## src/rtl/uart_rx.sv

```systemverilog
// 8N1-style UART receiver: two-flop synchronizer, start-bit qualification at
// half a bit period, midpoint sampling of LSB-first data, and stop-bit check.
module uart_rx #(
    parameter int CLKS_PER_BIT = 16,
    parameter int DATA_BITS    = 8
) (
    input  logic                 clk,
    input  logic                 rst,
    input  logic                 rx,
    output logic [DATA_BITS-1:0] rx_data,
    output logic                 rx_valid,
    output logic                 frame_err,
    output logic                 busy,
    output logic [1:0]           state_dbg
);
    // Output handshake: rx_valid is a single-cycle strobe with no ready/backpressure;
    // rx_data is stable from the rx_valid edge until the next good frame.

    localparam int HALF = CLKS_PER_BIT / 2;
    localparam int CW   = $clog2(CLKS_PER_BIT);
    localparam int BW   = $clog2(DATA_BITS + 1);

    localparam logic [CW-1:0] HALF_M1 = CW'(HALF - 1);
    localparam logic [CW-1:0] BIT_M1  = CW'(CLKS_PER_BIT - 1);
    localparam logic [CW-1:0] CNT_ONE = CW'(1);
    localparam logic [BW-1:0] LAST_BIT = BW'(DATA_BITS - 1);
    localparam logic [BW-1:0] IDX_ONE  = BW'(1);

    localparam logic [1:0] IDLE  = 2'd0;
    localparam logic [1:0] START = 2'd1;
    localparam logic [1:0] DATA  = 2'd2;
    localparam logic [1:0] STOP  = 2'd3;

    logic [1:0]           state;
    logic                 ff1;
    logic                 rx_s;
    logic                 rx_s_d;
    logic [CW-1:0]        cnt;
    logic [BW-1:0]        bitidx;
    logic [DATA_BITS-1:0] shreg;

    assign busy      = (state != IDLE);
    assign state_dbg = state;

    always_ff @(posedge clk) begin
        if (rst) begin
            // Synchronizer clears low so a line already low at reset never looks like a start edge.
            ff1       <= 1'b0;
            rx_s      <= 1'b0;
            rx_s_d    <= 1'b0;
            state     <= IDLE;
            cnt       <= '0;
            bitidx    <= '0;
            shreg     <= '0;
            rx_data   <= '0;
            rx_valid  <= 1'b0;
            frame_err <= 1'b0;
        end else begin
            ff1       <= rx;
            rx_s      <= ff1;
            rx_s_d    <= rx_s;
            rx_valid  <= 1'b0;
            frame_err <= 1'b0;

            case (state)
                IDLE: begin
                    if (!rx_s && rx_s_d) begin
                        state <= START;
                        cnt   <= '0;
                    end
                end

                START: begin
                    if (cnt == HALF_M1) begin
                        // Still low at mid start bit: a real start, otherwise a glitch.
                        if (!rx_s) begin
                            state  <= DATA;
                            cnt    <= '0;
                            bitidx <= '0;
                        end else begin
                            state <= IDLE;
                        end
                    end else begin
                        cnt <= cnt + CNT_ONE;
                    end
                end

                DATA: begin
                    if (cnt == BIT_M1) begin
                        shreg  <= {rx_s, shreg[DATA_BITS-1:1]};
                        cnt    <= '0;
                        bitidx <= bitidx + IDX_ONE;
                        if (bitidx == LAST_BIT) begin
                            state <= STOP;
                        end
                    end else begin
                        cnt <= cnt + CNT_ONE;
                    end
                end

                STOP: begin
                    if (cnt == BIT_M1) begin
                        // Returning to IDLE at the stop midpoint lets a back-to-back start edge be seen.
                        state <= IDLE;
                        cnt   <= '0;
                        if (rx_s) begin
                            rx_data  <= shreg;
                            rx_valid <= 1'b1;
                        end else begin
                            frame_err <= 1'b1;
                        end
                    end else begin
                        cnt <= cnt + CNT_ONE;
                    end
                end

                default: state <= IDLE;
            endcase
        end
    end

endmodule

```

## config.mk

```make
export PLATFORM = sky130hd
export DESIGN_NAME = uart_rx
export DESIGN_NICKNAME = d
export VERILOG_FILES = /design/src/rtl/uart_rx.sv
export SDC_FILE = /design/constraint.sdc
export NUM_CORES = 1
export LEC_CHECK = 0
export CAP_MARGIN = 20
export CORE_ASPECT_RATIO = 1.75
export CORE_MARGIN = 2
export CORE_UTILIZATION = 50
export DETAILED_ROUTE_END_ITERATION = 8
export PLACE_DENSITY_LB_ADDON = 0.25
export SLEW_MARGIN = 15
export SYNTH_ARGS = -nofsm -noshare
export SYNTH_HDL_FRONTEND = slang
export SYNTH_SLANG_ARGS = --single-unit
```

## constraint.sdc

```tcl
create_clock -name clk -period 1.96 [get_ports clk]
set_input_delay 0.588 -clock clk [delete_from_list [all_inputs] [get_ports clk]]
set_output_delay 0.588 -clock clk [all_outputs]
set_load 0.03 [all_outputs]
```

==> out/results.ini <==
[critical_path]
critPathMaxStageDelay_ns=0.68
crit_family=buffers and inverters
crit_chain=clkdlybuf4s50_1
crit_path_end_kind=output port
critPathArrivalTime_ns=1.29
worstPathRequired_ns=1.37
critPathKind=reg2out
crit_slowest_cell=clkdlybuf4s50_1
critPathLaunchType=register
crit_fanout=2
cp_num_buf_inv=1

[finish]
fin_nets=160
utilization_pct=63.3
fin_area_um2=1540
insertedDiodeCount=0
drive_above_1_share_pct=14.2
stdcell_count=181
multiInputGateArea_um2=607
seq_area_um2=621
final_cell_mix=dfxtp_1 (31), nand2_1 (18), nor2_1 (15)
areaGrowthSynthToFinish_pct=21.9
fillers=209
layout_commonest_cell=dfxtp_1

[clocking]
cts_tree=yes
ctsResizeCount=0
hold_buffers=0
clockBufferDepth=2
postCtsSetupBuffers=0
path_clk_slew_ns=0.06
h-tree-depth=2
clk_latency_ns=0.28
cts_sinks=31
cts-root-buf=clkbuf_8
cts_buffers=5

[logic_synthesis]
syn_area_per_cell_um2=9.57
syn_area_um2=1260
synth_edf_count=0
async_flop_share_pct=0
ys_ff_latch=31
synthCells=132
synth.top_cell.area_share_pct=49.1
synth_ff_type=dfxtp_1
synth_fp_nets=137
synth_area_leaders=dfxtp_1 (49%), mux2i_1 (7.1%), nand2_1 (5.3%)
yosysTopAreaCell=dfxtp_1
seq_area_frac_synth_pct=49.1
yosys.cell_types.count=39
yosys_warnings=0

[sta]
finalHoldViolations=0
final.min_clock_period_ns=1.88
slew_viol_final=0
post-route-period-util_pct=95.9
finalSetupViolations=0
setup_tns_ns=0
clock.fmax_mhz=532
worst_slew_pin_slew_ns=0.497
setup_slack_ns=0.0795
hold_slack_ns=0.457
skew_ns=0.00543
rsz0062_at_grt=no
maxSlewHeadroom_pct=66.4

[grt]
grt_max_degree=29
grt_use_total_pct=19.2
grt_first_pass_wirelength_um=4200
grt_antenna_before_repair=0
grt-ovfl-total=0
grt_pass1_vias=968

[placement]
dp_hpwl_um=1700
placedCellCount=174
globalplace.congestion=0.790
pre_cts_slack_ns=0.147
dpl_cell_area_um2=1450
port_buffers=15

[detailed_routing]
drc=0
routedWlPerCell_um=13.3
drt-initial-drc-count=17
num_vias=985
drtPass1Iterations=4
via_per_inst=5.44
wl_um=2410
ant_nets=0

[die]
die_h_um=70.5
row_count=24
die_x_um=42.0
coreArea_um2=2430
initial_core_util_pct=52.0
pin_count=16
die_area_um2=2960

[hold_path]
hold_class=reg2reg

[outcome]
outcome=complete, no violations

[pwr]
total_power_mw=1.17
p_leak_nw=0.586
power_density_nw_per_um2=760
vdd_drop_max_mv=0.524

[flow_run]
cap_violations=0

-- cells in the mapped netlist, drive strengths merged (2+ instances only) --
master  number
nor2b        2
or2          3
mux2i        9
o211ai       3
buf          4
xor2         3
a21oi       13
nand3        2
nor2        15
ha           2
nand2       19
dfxtp       31
inv          2
nor3         7
-- metal layers --
| metal | vias to the layer above | global-route usage [%] | share of wire (%) |
|---|---|---|---|
| li1 | 510 | - | - |
| met1 | 446 | 18.7 | 40 |
| met2 | 22 | 32.5 | 52 |
| met3 | 7 | 6.72 | 4.5 |
| met4 | 0 | 13.6 | 3.2 |
| met5 | - | 0 | 0 |
-- kinds of logic after synthesis --
family,Yosys count,synth area share [%]
AO/OA/AOI/OAI,25,12.7
XOR/XNOR,3,2.08
adder cells (fa/ha/maj),2,1.98
buffers and inverters,6,2.87
flip-flops,31,49.1
multiplexers,10,8.02
AND/OR/NAND/NOR,55,23.3
-- power breakdown --
group	switching, mW	total, mW	internal [mW]
registers	0.00316	0.637	0.634
clock network	0.221	0.496	0.275
logic	0.0219	0.0364	0.0144
-- sequential cells by signal, summed over array words and instances, names as in the netlist, named ones only --
name	cells
bitidx	4
cnt	4
ff1	1
frame_err	1
rx_data	8
rx_s	1
rx_s_d	1
rx_valid	1
shreg	8
state_dbg	1
-- path summary, 6_finish.rpt --
check             slack, ns                   to  depth (start not counted)           startpoint
setup / recovery       0.08         state_dbg[1]                          1             register
hold / removal         0.46      rx_s$_SDFF_PP0_                          1       ff1$_SDFF_PP0_
setup reg to reg       0.41  cnt[0]$_SDFFE_PP0P_                          4  cnt[0]$_SDFFE_PP0P_
hold reg to reg        0.46      rx_s$_SDFF_PP0_                          1       ff1$_SDFF_PP0_
-- layout make-up --
class | instances | share of cell area [%]
Clock buffer | 6 | 5.36
Clock inverter | 1 | 0.325
Tap cell | 26 | 2.11
Sequential cell | 31 | 40.3
Inverter | 2 | 0.487
Timing Repair Buffer | 20 | 12.0
Multi-Input combinational cell | 95 | 39.4
Note: power is estimated with default switching activity, not from simulation.
